===== config.mk =====
export PLATFORM = sky130hd
export DESIGN_NAME = regfile_access_ctrl
export DESIGN_NICKNAME = d
export VERILOG_FILES = /design/src/rtl/regfile_pkg.sv /design/src/rtl/rr_arbiter2.sv /design/src/rtl/regfile_access_ctrl.sv
export SDC_FILE = /design/constraint.sdc
export NUM_CORES = 1
export LEC_CHECK = 0
export ABC_CLOCK_PERIOD_IN_PS = 1790
export CAP_MARGIN = 5
export CORE_ASPECT_RATIO = 1.4
export CORE_MARGIN = 2
export CORE_UTILIZATION = 34
export CTS_CLUSTER_DIAMETER = 40
export CTS_CLUSTER_SIZE = 10
export DETAILED_ROUTE_END_ITERATION = 10
export GPL_ROUTABILITY_DRIVEN = 0
export GPL_TIMING_DRIVEN = 1
export PLACE_DENSITY = 0.75
export SETUP_SLACK_MARGIN = 0.4
export SLEW_MARGIN = 20
export SYNTH_ARGS = -nofsm -noshare
export SYNTH_HDL_FRONTEND = slang
export SYNTH_SLANG_ARGS = --single-unit

===== constraint.sdc =====
create_clock -name clk -period 1.79 [get_ports clk]
set_input_delay 0.537 -clock clk [delete_from_list [all_inputs] [get_ports clk]]
set_output_delay 0.537 -clock clk [all_outputs]
set_load 0.01 [all_outputs]

===== src/rtl/regfile_pkg.sv =====
// Shared constants and types for the register-file write-port arbiter and
// dump sequencer.
package regfile_pkg;

  localparam int ADDR_W   = 4;
  localparam int DATA_W   = 16;
  localparam int NUM_REGS = 2 ** ADDR_W;

  typedef enum logic {
    ST_IDLE = 1'b0,
    ST_DUMP = 1'b1
  } state_e;

  // Requester indices into the request/grant vectors.
  localparam logic REQ_ALU = 1'b0;
  localparam logic REQ_LD  = 1'b1;

endpackage


===== src/rtl/rr_arbiter2.sv =====
// Two-requester round-robin arbiter. The tie-break pointer moves away from the
// winner only when a grant is actually accepted.
module rr_arbiter2
  import regfile_pkg::*;
(
  input  logic       clk,
  input  logic       rst,
  input  logic [1:0] req,
  input  logic       enable,
  input  logic       accept,
  output logic [1:0] gnt
);

  logic prio_q;  // requester index that wins the next tie

  // NOTE: every output of a combinational block gets a default first so that no
  // path leaves it unassigned and infers a latch.
  always_comb begin
    gnt = '0;
    if (enable) begin
      if (req[REQ_ALU] && (!req[REQ_LD] || prio_q == REQ_ALU)) begin
        gnt[REQ_ALU] = 1'b1;
      end else if (req[REQ_LD]) begin
        gnt[REQ_LD] = 1'b1;
      end
    end
  end

  // NOTE: clocked state uses non-blocking assignments so every register samples
  // pre-edge values regardless of process ordering.
  always_ff @(posedge clk) begin
    if (rst) begin
      prio_q <= REQ_ALU;
    end else if (accept) begin
      prio_q <= gnt[REQ_ALU] ? REQ_LD : REQ_ALU;
    end
  end

endmodule


===== src/rtl/regfile_access_ctrl.sv =====
// Owns the register file's write port (round-robin between ALU and load
// writeback) and its inspection port (sequenced snapshot dump of all registers).
module regfile_access_ctrl #(
  parameter int NUM_REGS = regfile_pkg::NUM_REGS,
  parameter int ADDR_W   = regfile_pkg::ADDR_W,
  parameter int DATA_W   = regfile_pkg::DATA_W
) (
  input  logic              clk,
  input  logic              rst,
  input  logic              alu_wr_valid,
  output logic              alu_wr_ready,
  input  logic [ADDR_W-1:0] alu_wr_addr,
  input  logic [DATA_W-1:0] alu_wr_data,
  input  logic              ld_wr_valid,
  output logic              ld_wr_ready,
  input  logic [ADDR_W-1:0] ld_wr_addr,
  input  logic [DATA_W-1:0] ld_wr_data,
  input  logic              dump_start,
  output logic              dump_busy,
  output logic              dump_valid,
  output logic [ADDR_W-1:0] dump_addr,
  output logic [DATA_W-1:0] dump_data,
  output logic              rf_reg_write,
  output logic [ADDR_W-1:0] rf_rd,
  output logic [DATA_W-1:0] rf_write_data,
  output logic [ADDR_W-1:0] rf_inr,
  input  logic [DATA_W-1:0] rf_out_value
);

  import regfile_pkg::*;

  state_e            state_q, state_d;
  logic [ADDR_W-1:0] dump_idx_q;
  logic              wr_enable;
  logic              xfer;
  logic [1:0]        req, gnt;
  logic [ADDR_W-1:0] wr_addr;
  logic [DATA_W-1:0] wr_data;

  // Writes are frozen from the dump_start cycle onward so the snapshot is coherent.
  assign wr_enable = !rst && (state_q == ST_IDLE) && !dump_start;

  always_comb begin
    req          = '0;
    req[REQ_ALU] = alu_wr_valid;
    req[REQ_LD]  = ld_wr_valid;
  end

  rr_arbiter2 u_arb (
    .clk    (clk),
    .rst    (rst),
    .req    (req),
    .enable (wr_enable),
    .accept (xfer),
    .gnt    (gnt)
  );

  assign alu_wr_ready = gnt[REQ_ALU];
  assign ld_wr_ready  = gnt[REQ_LD];
  assign xfer         = |gnt;
  assign wr_addr      = gnt[REQ_LD] ? ld_wr_addr : alu_wr_addr;
  assign wr_data      = gnt[REQ_LD] ? ld_wr_data : alu_wr_data;

  always_comb begin
    state_d = state_q;
    case (state_q)
      ST_IDLE: if (dump_start) state_d = ST_DUMP;
      ST_DUMP: if (dump_idx_q == ADDR_W'(NUM_REGS - 1)) state_d = ST_IDLE;
      default: state_d = ST_IDLE;
    endcase
  end

  assign dump_busy = (state_q == ST_DUMP);
  assign rf_inr    = dump_idx_q;

  always_ff @(posedge clk) begin
    if (rst) begin
      state_q       <= ST_IDLE;
      dump_idx_q    <= '0;
      rf_reg_write  <= 1'b0;
      rf_rd         <= '0;
      rf_write_data <= '0;
      dump_valid    <= 1'b0;
      dump_addr     <= '0;
      dump_data     <= '0;
    end else begin
      state_q <= state_d;

      // r0 is hardwired: the handshake completes but the write strobe stays low.
      rf_reg_write <= xfer && (wr_addr != '0);
      if (xfer) begin
        rf_rd         <= wr_addr;
        rf_write_data <= wr_data;
      end

      dump_valid <= (state_q == ST_DUMP);
      if (state_q == ST_DUMP) begin
        dump_addr <= dump_idx_q;
        dump_data <= rf_out_value;
      end
      dump_idx_q <= (state_d == ST_DUMP && state_q == ST_DUMP) ? dump_idx_q + 1'b1 : '0;
    end
  end

endmodule


After elaboration in Yosys (flattened, before gate mapping)

Index checks and enable logic that the tools add are counted.

Latch bits: 0
Bits in writable memories: 0
Input port bits: 61
Memories: 0
Output and inout bits: 49
ROM bits: 0
Flip-flop bits (word level): 48
Logic and storage cells: 36

$add $sub $neg: 1
Mux-type cells: 10
Reduce and logical (&&, ||, !) cells: 12
Div/mod/pow operators: 0
Multipliers: 0
Bitwise operators: 3
$lt $le $gt $ge: 0
Eq/ne operators: 1
Shift-type cells: 0

Operators by type and width:

| operator              | count |
|---|---|
| $mux W16              | 1 |
| $mux W1               | 6 |
| $logic_and A1 B1 Y1   | 5 |
| $add A4 B1 Y4 const B | 1 |
| $eq A4 B4 Y1 const B  | 1 |
| $mux W4               | 1 |
| $reduce_bool A4 Y1    | 1 |
| $reduce_or A2 Y1      | 2 |
| $logic_not A1 Y1      | 3 |
| $not A1 Y1            | 3 |
| $mux W2               | 1 |
| $pmux W1 S2           | 1 |
| $logic_or A1 B1 Y1    | 1 |

Longest topological paths before layout

Depth in word-level cells: 8
Depth in mapped cells: 7
Gate-level depth less buffers: 4

Hierarchy

From an unflattened synthesis, not the netlist that was laid out.

Cell total of the unflattened synthesis: 207
Area, all modules: 2,013.2 µm²

By module, submodules not included:

| module              | area each (µm²) | cells each | seq. area each (µm²) | instances |
|---|---|---|---|---|
| regfile_access_ctrl | 1,946.9         | 198        | 940.9                | 1 |
| rr_arbiter2         | 66.3            | 9          | 20.0                 | 1 |

Least setup slack after synthesis

No wires, ideal clock.

Kind: input -> output
Start: input port rst
End: output port alu_wr_ready
Arrival: 1,416 ps
Cell stages on the path: 3
Buffers on the path: 1
Path slack: -163 ps
Data required time: 1,253 ps
Cell sequence: buf_2 -> or3_4 -> nor2_1

Longest elaborated chain between the ends: 4

Ends and longest elaborated chain:

| what                              | line                      | source |
|---|---|---|
| start: declaration                | regfile_access_ctrl.sv:9  | `input logic rst,` |
| $logic_not A1 Y1                  | regfile_access_ctrl.sv:41 | `assign wr_enable = !rst && (state_q == ST_IDLE) && !dump_start;` |
| $logic_and A1 B1 Y1 (2 in series) | regfile_access_ctrl.sv:41 |  |
| $mux W2                           | rr_arbiter2.sv:20         | `if (enable) begin` |
| end: declaration                  | regfile_access_ctrl.sv:11 | `output logic alu_wr_ready,` |

No other way between the ends.

Worst setup path in the final report

Start: input port dump_start
End: output port ld_wr_ready

Longest elaborated chain between the ends: 3

Ends and longest elaborated chain:

| what                | line                      | source |
|---|---|---|
| start: declaration  | regfile_access_ctrl.sv:18 | `input logic dump_start,` |
| $logic_not A1 Y1    | regfile_access_ctrl.sv:41 |  |
| $logic_and A1 B1 Y1 | regfile_access_ctrl.sv:41 |  |
| $mux W2             | rr_arbiter2.sv:20         |  |
| end: declaration    | regfile_access_ctrl.sv:15 | `output logic ld_wr_ready,` |

No other way between the ends.

==> metrics.csv <==
metric,value,unit
Layout area overhead,94.3,%
critical path required time,1250,ps
Detail Placement HPWL,3930,um
largest net degree at the start of global routing,43,
Rows,32,
Flop pwr share,44.7,%
total negative setup slack,-342,ps
clock share of power,30.5,%
die area,6370,um^2
FMAX,0.506,GHz
unrepaired setup endpoints after global routing,true,
H-tree depth,2,
Post-Synthesis Mean Instance Area,9.42,um^2
height of the chip,93.6,um
Compound-Gate Fraction of Synth Area,10.9,%
Worst Setup Path Type,input port to primary output,
register area share after synthesis,49.3,%
Clock Path Buffers,2,
Worst Setup Start Kind,input port,
CP Capture Type,primary output,
first-pass GRT wire length,10000,um
via count of the routed design,2047,
Switch Pwr,0.000677,W
Worst Skew,5.67,ps
synthesized net count,269,
fraction of layout cells with a size suffix above 1,52.2,%
Post-synth top flop,dfxtp_1,
Pint,0.00194,W
worst slew pin tran,513,ps
Mapped Cells,207,
Post-Syn Area,1950,um^2
Post-Place Worst Slack,-921,ps
core area,5530,um^2
"Clk pin slew, worst setup/hold paths",100,ps
TritonCTS Buffers,5,
Post-route DRC,0,
Final Non-Filler Cells,424,
vias in the first global route,2080,
top-area cell type share of the netlist area,49.3,%
Lkg Pwr,1.70,nW
failing checks,negative setup slack,
Final Max Tran Viols,0,
io pins,110,
"Period Utilization, post-route",110,%
mux cell area share after synthesis,12.3,%
CP arrival,1440,ps
fin util,68.6,%
"count leader, synth",dfxtp_1,
power share of the combinational group,24.8,%
"top cells by area, synth","dfxtp_1, mux2i_1, nor2_1",
Post-Synth Adder-Cell Area,0.641,%
Final setup viols,2,
Hold Buf Count CTS,0,
outcome,finished with violations,
minimum clock period,1980,ps
wire per inst,16.0,um
Max Cap Viol,0,
YS warnings,0,
Final Hold Fails,0,
Hold Path Class,register to register,
total grt overflow,0,
number of flops mapped to enable cells by yosys,0,
Die Wd,68.0,um
drt pass-1 iters,4,
Worst slew margin,65.5,%
Antenna Nets Post-Route,0,
CTS tree,done,
combinational family with the most area after synthesis,simple AND/OR/NAND/NOR gates,
clock sinks,48,
GRT Util Overall,21.0,%
Peak supply drop,411,uV
antenna violations before repair,0,
leading area contributor after synthesis,dfxtp_1,
Final Net Count,417,
Synth Area in XOR/XNOR,0.898,%
Synth Area in Simple Gates,21.4,%
routed wire length,6800,um
antenna diode count,0,
Post-synth top cells,"dfxtp_1, nor2_1, nand2_1, mux2i_1, o21ai_0",
dpl cells,384,
clk root buf,clkbuf_8,
Starting Density,35.3,%
worst-path fanout max,3,
#FFs+latches synth,48,
Vias/cell,4.83,
fraction of registers with async set/reset,0,%
post-synth cell types,35,
worst-skew pair later-pin latency,300,ps
switching share of power,25.9,%
PwrDens,689,nW/um^2
1st-iter DRT viols,83,
worst setup margin,-185,ps
IO Port Bufs,109,
==> cells in the final DEF (no fill, tap or decap), types with 2 or more instances in the layout <==
| master | Yosys | final |
|---|---|---|
| nor2_1 | 37 | 26 |
| dfxtp_4 | 0 | 3 |
| buf_4 | 0 | 19 |
| nand2_1 | 26 | 24 |
| nor2_4 | 0 | 11 |
| buf_6 | 3 | 16 |
| a311oi_1 | 8 | 2 |
| nor2b_4 | 1 | 2 |
| nor3_1 | 2 | 2 |
| mux2i_1 | 24 | 22 |
| dfxtp_2 | 0 | 39 |
| nand3_1 | 2 | 2 |
| o21ai_1 | 0 | 8 |
| o22ai_1 | 3 | 3 |
| buf_2 | 4 | 50 |
| nand3b_1 | 8 | 8 |
| clkbuf_8 | 0 | 5 |
| clkdlybuf4s50_1 | 0 | 56 |
| buf_12 | 0 | 7 |
| mux2i_2 | 0 | 2 |
| dfxtp_1 | 48 | 6 |
| a311oi_2 | 1 | 7 |
| buf_16 | 0 | 6 |
| a22oi_2 | 0 | 2 |
==> through the flow <==
| stage | power (W) | cell area, um^2 | hold WS, ps |
|---|---|---|---|
| floorplan | 0.00138 | 1970 | 479 |
| global placement | 0.00168 | 3200 | 440 |
| detailed placement | 0.00169 | 3200 | 456 |
| CTS | 0.00257 | 3640 | 459 |
| global route | 0.00272 | 3790 | 479 |
| finish | 0.00261 | 3790 | 460 |
==> critical path: stages <==
cell and delay (ps):
buf_6 100, or3_4 420, nor3b_4 210, buf_2 170
==> repair_timing <==
action                     CTS  global route
cloned                       6             0
setup endpoints to repair   75            42
pin swaps                    6             6
buffers inserted            18             8
resized for setup          295            46
==> final timing paths <==
kind | from | end | slack, ps | depth (start not counted)
setup / recovery | dump_start | ld_wr_ready | -190 | 4
hold / removal | rf_write_data[5] | rf_write_data[5] | 460 | 2
hold reg to reg | rf_write_data[5] | rf_write_data[5] | 460 | 2
setup reg to reg | dump_busy | rf_write_data[11] | 40 | 8
==> power by group through the flow <==
stage | combinational (W) | sequential (W) | clock, W
after floorplan | 0.000174 | 0.00121 | 0
after global placement | 0.000500 | 0.00118 | 0
after detailed placement | 0.000507 | 0.00118 | 0
after CTS | 0.000582 | 0.00117 | 0.000821
after global routing | 0.000691 | 0.00117 | 0.000852
final | 0.000649 | 0.00117 | 0.000797
==> logic make-up after synthesis <==
kind of cell / Yosys count
AND/OR/NAND/NOR: 87
flip-flops: 48
AO/OA/AOI/OAI: 29
multiplexers: 24
buffers and inverters: 16
XOR/XNOR: 2
adder cells (fa/ha/maj): 1
==> flip-flops by register name, indices dropped and copies added (netlist names) <==
name / flops
dump_addr: 4
dump_busy: 1
dump_data: 16
dump_valid: 1
rf_inr: 4
rf_rd: 4
rf_reg_write: 1
rf_write_data: 16
u_arb.prio_q: 1
==> cell type report <==
cell class	instances	area, um^2
fill	437	1740
timing repair buffer	155	1450
multi-input combinational	143	1110
sequential	48	1020
tap	68	85.1
clock buffer	5	68.8
clock inverter	3	46.3
inverter	2	7.51
==> routing by layer <==
layer	vias up	global-route usage, %	wire [um]
met2	69	39.7	3760
met5	-	0	0
li1	1006	-	-
met3	9	3.37	316
met4	0	6.00	98
met1	963	22.9	2620
(Power assumes the default switching activity.)
